==> src/rtl/sweeper_pkg.sv <==
// Shared types and sizing helpers for the minterm sweeper.
// The state encoding, default parameter values and width helpers live here so
// the top level and the settle timer agree on them.
package sweeper_pkg;

    typedef enum logic [1:0] {
        ST_IDLE,
        ST_SETTLE,
        ST_SAMPLE,
        ST_DONE
    } state_t;

    localparam int DEF_WIDTH = 3;
    localparam int DEF_SETTLE = 2;
    localparam logic [7:0] DEF_EXPECTED = 8'hE0;

    // Number of input codes swept for a given b_out width.
    function automatic int calcN(input int width);
        return 2 ** width;
    endfunction

    // Settle counter width; never less than one bit, even when SETTLE is 0.
    function automatic int calcCntW(input int settle);
        return (settle > 0) ? $clog2(settle + 1) : 1;
    endfunction

endpackage

==> src/rtl/minterm_sweeper_settle_timer.sv <==
// Settle timer for the minterm sweeper.
// Counts idle cycles while the sweeper waits for the unit under test to settle.
// expire is raised on the last idle cycle, so the sample state follows it
// directly and every code is held for SETTLE+1 cycles in total.
module settle_timer
    import sweeper_pkg::*;
#(
    parameter int SETTLE = DEF_SETTLE
) (
    input  logic clk,
    input  logic rst_n,
    input  logic clear,
    output logic expire
);

    localparam int CNT_W = calcCntW(SETTLE);
    localparam int LAST = (SETTLE > 0) ? SETTLE - 1 : 0;

    logic [CNT_W-1:0] r_count;

    // Expiry compare; with SETTLE = 0 the count sits at 0 and expire stays high.
    assign expire = (r_count == CNT_W'(LAST));

    // Count up while not cleared, saturating once expired so it never wraps.
    always_ff @(posedge clk) begin
        if (!rst_n) begin
            r_count <= '0;
        end else if (clear) begin
            r_count <= '0;
        end else if (!expire) begin
            r_count <= r_count + CNT_W'(1);
        end
    end

endmodule

==> src/rtl/minterm_sweeper.sv <==
// Minterm sweeper: drives every input code onto b_out, samples the F output of
// the unit under test after a settle delay, and compares the collected truth
// table with EXPECTED.
// Optional build macro: MISMATCH_STOP_EN ends the sweep at the first code whose
// sampled F differs from EXPECTED, leaving b_out on the failing code.
module minterm_sweeper
    import sweeper_pkg::*;
#(
    parameter int WIDTH = DEF_WIDTH,
    parameter int SETTLE = DEF_SETTLE,
    parameter logic [(2**WIDTH)-1:0] EXPECTED = DEF_EXPECTED
) (
    input  logic                    clk,
    input  logic                    rst_n,
    input  logic                    start,
    input  logic                    f_in,
    output logic [WIDTH-1:0]        b_out,
    output logic                    busy,
    output logic                    done,
    output logic [(2**WIDTH)-1:0]   result,
    output logic                    match
);

    localparam int N = calcN(WIDTH);

    state_t           r_state;
    state_t           w_stateNext;
    logic [WIDTH-1:0] r_bOut;
    logic [N-1:0]     r_result;
    logic             r_match;

    logic             w_startSweep;
    logic             w_sample;
    logic             w_lastCode;
    logic             w_stop;
    logic             w_expire;
    logic             w_clearTimer;
    logic [N-1:0]     w_resultSampled;

    // The timer only runs in SETTLE; every other state holds it at zero.
    assign w_clearTimer = (r_state != ST_SETTLE);

    settle_timer #(
        .SETTLE (SETTLE)
    ) u_settleTimer (
        .clk    (clk),
        .rst_n  (rst_n),
        .clear  (w_clearTimer),
        .expire (w_expire)
    );

    assign w_lastCode = (r_bOut == WIDTH'(N - 1));

`ifdef MISMATCH_STOP_EN
    assign w_stop = w_lastCode || (f_in != EXPECTED[r_bOut]);
`else
    assign w_stop = w_lastCode;
`endif

    // Truth table as it will look once the current code's F value is stored.
    always_comb begin
        w_resultSampled         = r_result;
        w_resultSampled[r_bOut] = f_in;
    end

    // State register.
    always_ff @(posedge clk) begin
        if (!rst_n) begin
            r_state <= ST_IDLE;
        end else begin
            r_state <= w_stateNext;
        end
    end

    // Next-state logic; start is only honoured when no sweep is running.
    always_comb begin
        w_stateNext  = r_state;
        w_startSweep = 1'b0;
        w_sample     = 1'b0;
        case (r_state)
            ST_IDLE, ST_DONE: begin
                if (start) begin
                    w_startSweep = 1'b1;
                    w_stateNext  = (SETTLE == 0) ? ST_SAMPLE : ST_SETTLE;
                end
            end
            ST_SETTLE: begin
                if (w_expire) begin
                    w_stateNext = ST_SAMPLE;
                end
            end
            ST_SAMPLE: begin
                w_sample = 1'b1;
                if (w_stop) begin
                    w_stateNext = ST_DONE;
                end else begin
                    w_stateNext = (SETTLE == 0) ? ST_SAMPLE : ST_SETTLE;
                end
            end
            default: begin
                w_stateNext = ST_IDLE;
            end
        endcase
    end

    // Code index, truth table and match flag; a stopping sample freezes b_out.
    always_ff @(posedge clk) begin
        if (!rst_n) begin
            r_bOut   <= '0;
            r_result <= '0;
            r_match  <= 1'b0;
        end else if (w_startSweep) begin
            r_bOut   <= '0;
            r_result <= '0;
            r_match  <= 1'b0;
        end else if (w_sample) begin
            r_result <= w_resultSampled;
            if (w_stop) begin
                r_match <= (w_resultSampled == EXPECTED);
            end else begin
                r_bOut <= r_bOut + WIDTH'(1);
            end
        end
    end

    assign b_out  = r_bOut;
    assign result = r_result;
    assign busy   = (r_state == ST_SETTLE) || (r_state == ST_SAMPLE);
    assign done   = (r_state == ST_DONE);
    assign match  = r_match && done;

endmodule

==> config.mk <==
export PLATFORM = sky130hd
export DESIGN_NAME = minterm_sweeper
export DESIGN_NICKNAME = d
export VERILOG_FILES = /design/src/rtl/sweeper_pkg.sv /design/src/rtl/minterm_sweeper_settle_timer.sv /design/src/rtl/minterm_sweeper.sv
export SDC_FILE = /design/constraint.sdc
export NUM_CORES = 1
export LEC_CHECK = 0
export CORE_AREA = 2 2 47 49
export CTS_CLUSTER_SIZE = 30
export DETAILED_ROUTE_END_ITERATION = 10
export DIE_AREA = 0 0 49 51
export PLACE_DENSITY = 0.87
export SKIP_CTS_REPAIR_TIMING = 1
export SLEW_MARGIN = 20
export SYNTH_ARGS = -nofsm -noshare
export SYNTH_HDL_FRONTEND = slang
export SYNTH_HIERARCHICAL = 1
export SYNTH_SLANG_ARGS = --single-unit
==> constraint.sdc <==
create_clock -name clk -period 4.2 [get_ports clk]
set_input_delay 0.84 -clock clk [delete_from_list [all_inputs] [get_ports clk]]
set_output_delay 0.84 -clock clk [all_outputs]
set_load 0.01 [all_outputs]
==> impl_metrics.toml, run 1 <==
[cells_and_area]
final_cells = 159
utilization_pct = 59.2
fin_nets = 144
drive_gt1_share_pct = 9.92
syn_to_final_growth_pct = 18.1
fillers = 210
diodes = 0
finalInstanceArea_sq_mm = 0.00122

[power]
seqPwrFrac_pct = 52.5
p_leak_uw = 0.000501
sw_frac_of_total_pct = 25.6
power_switching_uw = 77.9
power-per-cell-area_mw_per_mm2 = 248
power_frac_clock_pct = 34.3
intPower_uw = 226
pwr-share-comb_pct = 13.2
max-vdd-ir-drop_mv = 0.175

[sta]
hold_slack_ns = 0.514
max-slew-margin-rel_pct = 57.9
setup_viol = 0
min_period_ns = 2.55
tightest_slew_ns = 0.631
fin_setup_tns_ns = 0
grt_setup_unrepaired = "false"
slew_violations = 0
max_freq_mhz = 392
finalHoldViolCount = 0
post-route-period-util_pct = 60.8
clock_skew_ns = 0.00184

[worst_setup_path]
critPathArrivalTime_ns = 1.71
path_class = "reg -> out"
crit_fanout = 5
cp-end-kind = "primary output"
reg2reg_setup_slack_ns = 2.34
cp-start-kind = "register"
crit_required_ns = 3.36

[placement]
dp_hpwl_um = 1540
gp_congestion = 0.783
dpl-instance-area_sq_mm = 0.00119
dp.cells = 155
io_buffer_count = 17

[grt]
grt_max_degree = 23
grt_pass1_wl_um = 3870
grtUsageTotal_pct = 20.2
use_met3_pct = 4.09
busiest_layer = "met2"
grt_pass1_vias = 880
use_met2_pct = 38.4
overflow = 0
antenna_found_initial = 0
met1_usage_pct = 21.0

[floorplan]
die_y_um = 51
fp.dieArea_sq_mm = 0.00250
die_x_um = 49
row_count = 17
core_sq_mm = 0.00206
pin_count = 18
start_util_pct = 50.2

[drt]
wire_per_inst_um = 13.8
vias_per_cell = 5.73
via_count = 911
drt_iter0_drc = 12
drc = 0
drt-total-wl_um = 2190
dr.pass1.iters = 4
ant_nets = 0

[logic_synthesis]
async_reset_ff_share_pct = 0
yosys_warnings = 6
synthFlopType = "dfxtp_1"
yosysTopAreaCellShare_pct = 31.0
yosysSeqAreaShare_pct = 31.0
yosys-top-cells-area = "dfxtp_1 31%, ha_1 9.7%, mux2i_1 9.7%"
avgSynthCellArea_sq_um = 8.77
yosysTopAreaCell = "dfxtp_1"
syn_inst = 118
ys_types = 42
syn_area_sq_mm = 0.00103
syn-num-nets = 130
synth_seq_cells = 16
synth_edf_count = 0

[clock_tree]
cts_buffers = 3
cts_tree = "built"
clkSinkCount = 16
clkTransAtPathRegs_ns = 0.09
htreeDepth = 1
root_buffer = "clkbuf_4"
clockBufferDepth = 2
clock_latency_ns = 0.29

[run]
cap_violations = 0

[worst_hold_path]
worst_hold_path_type = "reg -> reg"

[run_status]
outcome = "completed"
critical path: stages, from the launching register on:
cell,delay [ns]
dfxtp_1,0.41
inv_1,0.06
ha_1,0.32
inv_1,0.08
clkdlybuf4s50_1,0.54
state kept, by name (all words and copies together), names as in the netlist:
register / flops
r_state: 2
r_match: 1
u_settleTimer/r_count: 2
b_out: 3
result: 8
cells in the final DEF (no fill, tap or decap), types with 5 or more instances in the layout:
master,n
nor2_1,16
nand3_1,6
mux2i_1,10
nand2_1,5
ha_1,8
dfxtp_1,16
clkdlybuf4s50_1,17
o21ai_0,5
inv_1,5
kinds of logic after synthesis:
group / count (synthesis) / share of synthesized area (%)
XOR/XNOR: 2 / 1.69
buffers and inverters: 13 / 7.01
adder cells (fa/ha/maj): 8 / 9.67
AO/OA/AOI/OAI: 14 / 9.07
AND/OR/NAND/NOR: 55 / 31.9
multiplexers: 10 / 9.67
flip-flops: 16 / 31.0
metrics by stage:
stage,setup slack [ns],total power (uW)
floorplan,2.40,189
global placement,1.74,200
detailed placement,1.69,204
CTS,1.62,309
global route,1.57,319
finish,1.65,304
per-layer routing:
metal	wire length (um)	share of wire [%]	vias up
li1	-	-	444
met1	893	41	438
met5	0	0	-
met2	1150	52	25
met3	110	5.0	4
met4	40	1.8	0
worst paths after layout:
check	start	endpoint	cells after the start
hold reg to reg	u_settleTimer/r_count[1]	u_settleTimer/r_count[1]	2
setup reg to reg	b_out[2]	r_match	5
setup / recovery	r_state[0]	busy	4
hold / removal	u_settleTimer/r_count[1]	u_settleTimer/r_count[1]	2
final cells by class:
class,instances,area [sq um],share of cell area (%)
inverter,5,18.8,1.54
multi-input combinational,89,642,52.5
sequential,16,320,26.2
tap,28,35.0,2.87
timing repair buffer,17,170,13.9
clock buffer,4,36.3,2.97
power by group through the flow:
stage / clock [uW] / sequential [uW] / combinational, uW
after detailed placement: 0 / 163 / 40.6
final: 104 / 159 / 40.1
after global placement: 0 / 162 / 37.2
after floorplan: 0 / 162 / 26.8
after CTS: 108 / 159 / 41.1
after global routing: 114 / 160 / 45.5
cell usage after synthesis (2+ instances only):
| cell | count |
|---|---|
| dfxtp_1 | 16 |
| nor2_1 | 16 |
| mux2i_1 | 10 |
| ha_1 | 8 |
| nand3_1 | 6 |
| inv_1 | 5 |
| nand2_1 | 5 |
| o21ai_0 | 5 |
| buf_2 | 4 |
| and2_1 | 3 |
| nand4_1 | 3 |
| a21oi_1 | 2 |
| buf_6 | 2 |
| nand4b_1 | 2 |
| nor2b_1 | 2 |
| nor4_1 | 2 |
| or3_1 | 2 |
Note: power is estimated with default switching activity, not from simulation.
==> run 2: changes to the inputs <==
--- a/config.mk
+++ b/config.mk
@@ -5,11 +5,11 @@
 export SDC_FILE = /design/constraint.sdc
 export NUM_CORES = 1
 export LEC_CHECK = 0
-export CORE_AREA = 2 2 47 49
+export CORE_AREA = 2 2 51 53
 export CTS_CLUSTER_SIZE = 30
 export DETAILED_ROUTE_END_ITERATION = 10
-export DIE_AREA = 0 0 49 51
-export PLACE_DENSITY = 0.87
+export DIE_AREA = 0 0 53 55
+export PLACE_DENSITY = 0.79
 export SKIP_CTS_REPAIR_TIMING = 1
 export SLEW_MARGIN = 20
 export SYNTH_ARGS = -nofsm -noshare
==> constraint.sdc (replaced) <==
create_clock -name clk -period 2 [get_ports clk]
set_input_delay 0.4 -clock clk [delete_from_list [all_inputs] [get_ports clk]]
set_output_delay 0.4 -clock clk [all_outputs]
set_load 0.01 [all_outputs]
==> impl_metrics.toml, run 2 (synthesized netlist as in run 1, its figures left out) <==
[floorplan]
pin_count = 18
die_y_um = 55
fp.dieArea_sq_mm = 0.00292
core_sq_mm = 0.00236
die_x_um = 53
row_count = 18
start_util_pct = 43.8

[sta]
grt_setup_unrepaired = "false"
setup_viol = 0
max-slew-margin-rel_pct = 71.4
setup_slack_ns = 0.126
clock_skew_ns = 0.00274
max_freq_mhz = 534
post-route-period-util_pct = 93.7
fin_setup_tns_ns = 0
finalHoldViolCount = 0
tightest_slew_ns = 0.427
min_period_ns = 1.87
slew_violations = 0

[cells_and_area]
largest_register_ffs = 8
utilization_pct = 52.3
diodes = 0
syn_to_final_growth_pct = 19.5
fin_nets = 146
drive_gt1_share_pct = 13.6
layout_common_cells = "16 x nor2_1, 16 x clkdlybuf4s50_1, 12 x dfxtp_1"

[worst_setup_path]
path_class = "reg -> out"
crit_fanout = 5
cp-end-kind = "primary output"
cp-start-kind = "register"
critPathArrivalTime_ns = 1.47
crit_required_ns = 1.60

[drt]
drt_iter0_drc = 9
ant_nets = 0
vias_per_cell = 5.52
wire_per_inst_um = 13.7
drt-total-wl_um = 2220
via_count = 895
drc = 0
dr.pass1.iters = 4

[grt]
grt_max_degree = 22
overflow = 0
grt_pass1_vias = 872
antenna_found_initial = 0
grtUsageTotal_pct = 17.8
grt_pass1_wl_um = 3840

[clock_tree]
cts_buffers = 3
root_buffer = "clkbuf_4"
clock_latency_ns = 0.29
clockBufferDepth = 2
clkSinkCount = 16
htreeDepth = 1
clkTransAtPathRegs_ns = 0.09
cts_tree = "built"

[power]
max-vdd-ir-drop_mv = 0.295
power-per-cell-area_mw_per_mm2 = 480
p_leak_uw = 0.000520

[placement]
gp_congestion = 0.808
io_buffer_count = 17
dpl_worst_slack_ns = 0.0892
dp_hpwl_um = 1510

[run_status]
outcome = "completed"

[run]
cap_violations = 0

[worst_hold_path]
worst_hold_path_type = "reg -> reg"
==> run 2: cell types whose count changed in the layout (fill, tap and decap cells not counted), sizes merged <==
cell | before | now
buf | 0 | 2
clkbuf | 4 | 3
clkdlybuf4s50 | 17 | 16
dlymetal6s2s | 0 | 1
==> run 2: worst max-delay path: stages (launching register included) <==
cell and delay (ns):
dfxtp_4 0.37, ha_1 0.20, and2_1 0.15, clkdlybuf4s50_1 0.47
==> run 2: metal layers <==
metal	vias to the layer above	wire, um	track usage [%]
li1	445	-	-
met1	426	1060	21.7
met2	22	1060	31.3
met3	2	95	5.38
met4	0	12	3.42
met5	-	0	0
==> run 2: path summary, 6_finish.rpt <==
kind	startpoint	to	slack, ns	cells past startpoint
worst min register to register	u_settleTimer/r_count[1]	u_settleTimer/r_count[1]	0.51	2
worst max register to register	b_out[0]	b_out[1]	0.40	5
worst min-delay path	u_settleTimer/r_count[1]	u_settleTimer/r_count[1]	0.51	2
worst max-delay path	r_state[0]	match	0.13	3
==> run 2: cell type report <==
cell class,instances,area [sq um]
timing repair buffer,19,188
inverter,5,18.8
tap,30,37.5
fill,227,1130
clock buffer,3,22.5
multi-input combinational,89,642
sequential,16,328
==> run 2: metrics by stage <==
| stage | hold WS, ns | power, uW | cell area [sq um] | std cells |
|---|---|---|---|---|
| 6_report | 0.513 | 594 | 1240 | 162 |
| 3_5_place_dp | 0.495 | 427 | 1200 | 159 |
| 5_1_grt | 0.558 | 637 | 1240 | 162 |
| 3_3_place_gp | 0.478 | 421 | 1200 | 159 |
| 4_1_cts | 0.510 | 600 | 1230 | 162 |
| 2_1_floorplan | 0.464 | 396 | 1030 | 118 |
==> run 2: where the power goes <==
part	switching, uW	total (uW)	internal [uW]
clock network	103	173	70.0
registers	8.77	337	328
logic	47.2	84.3	37.1
total	159	594	435
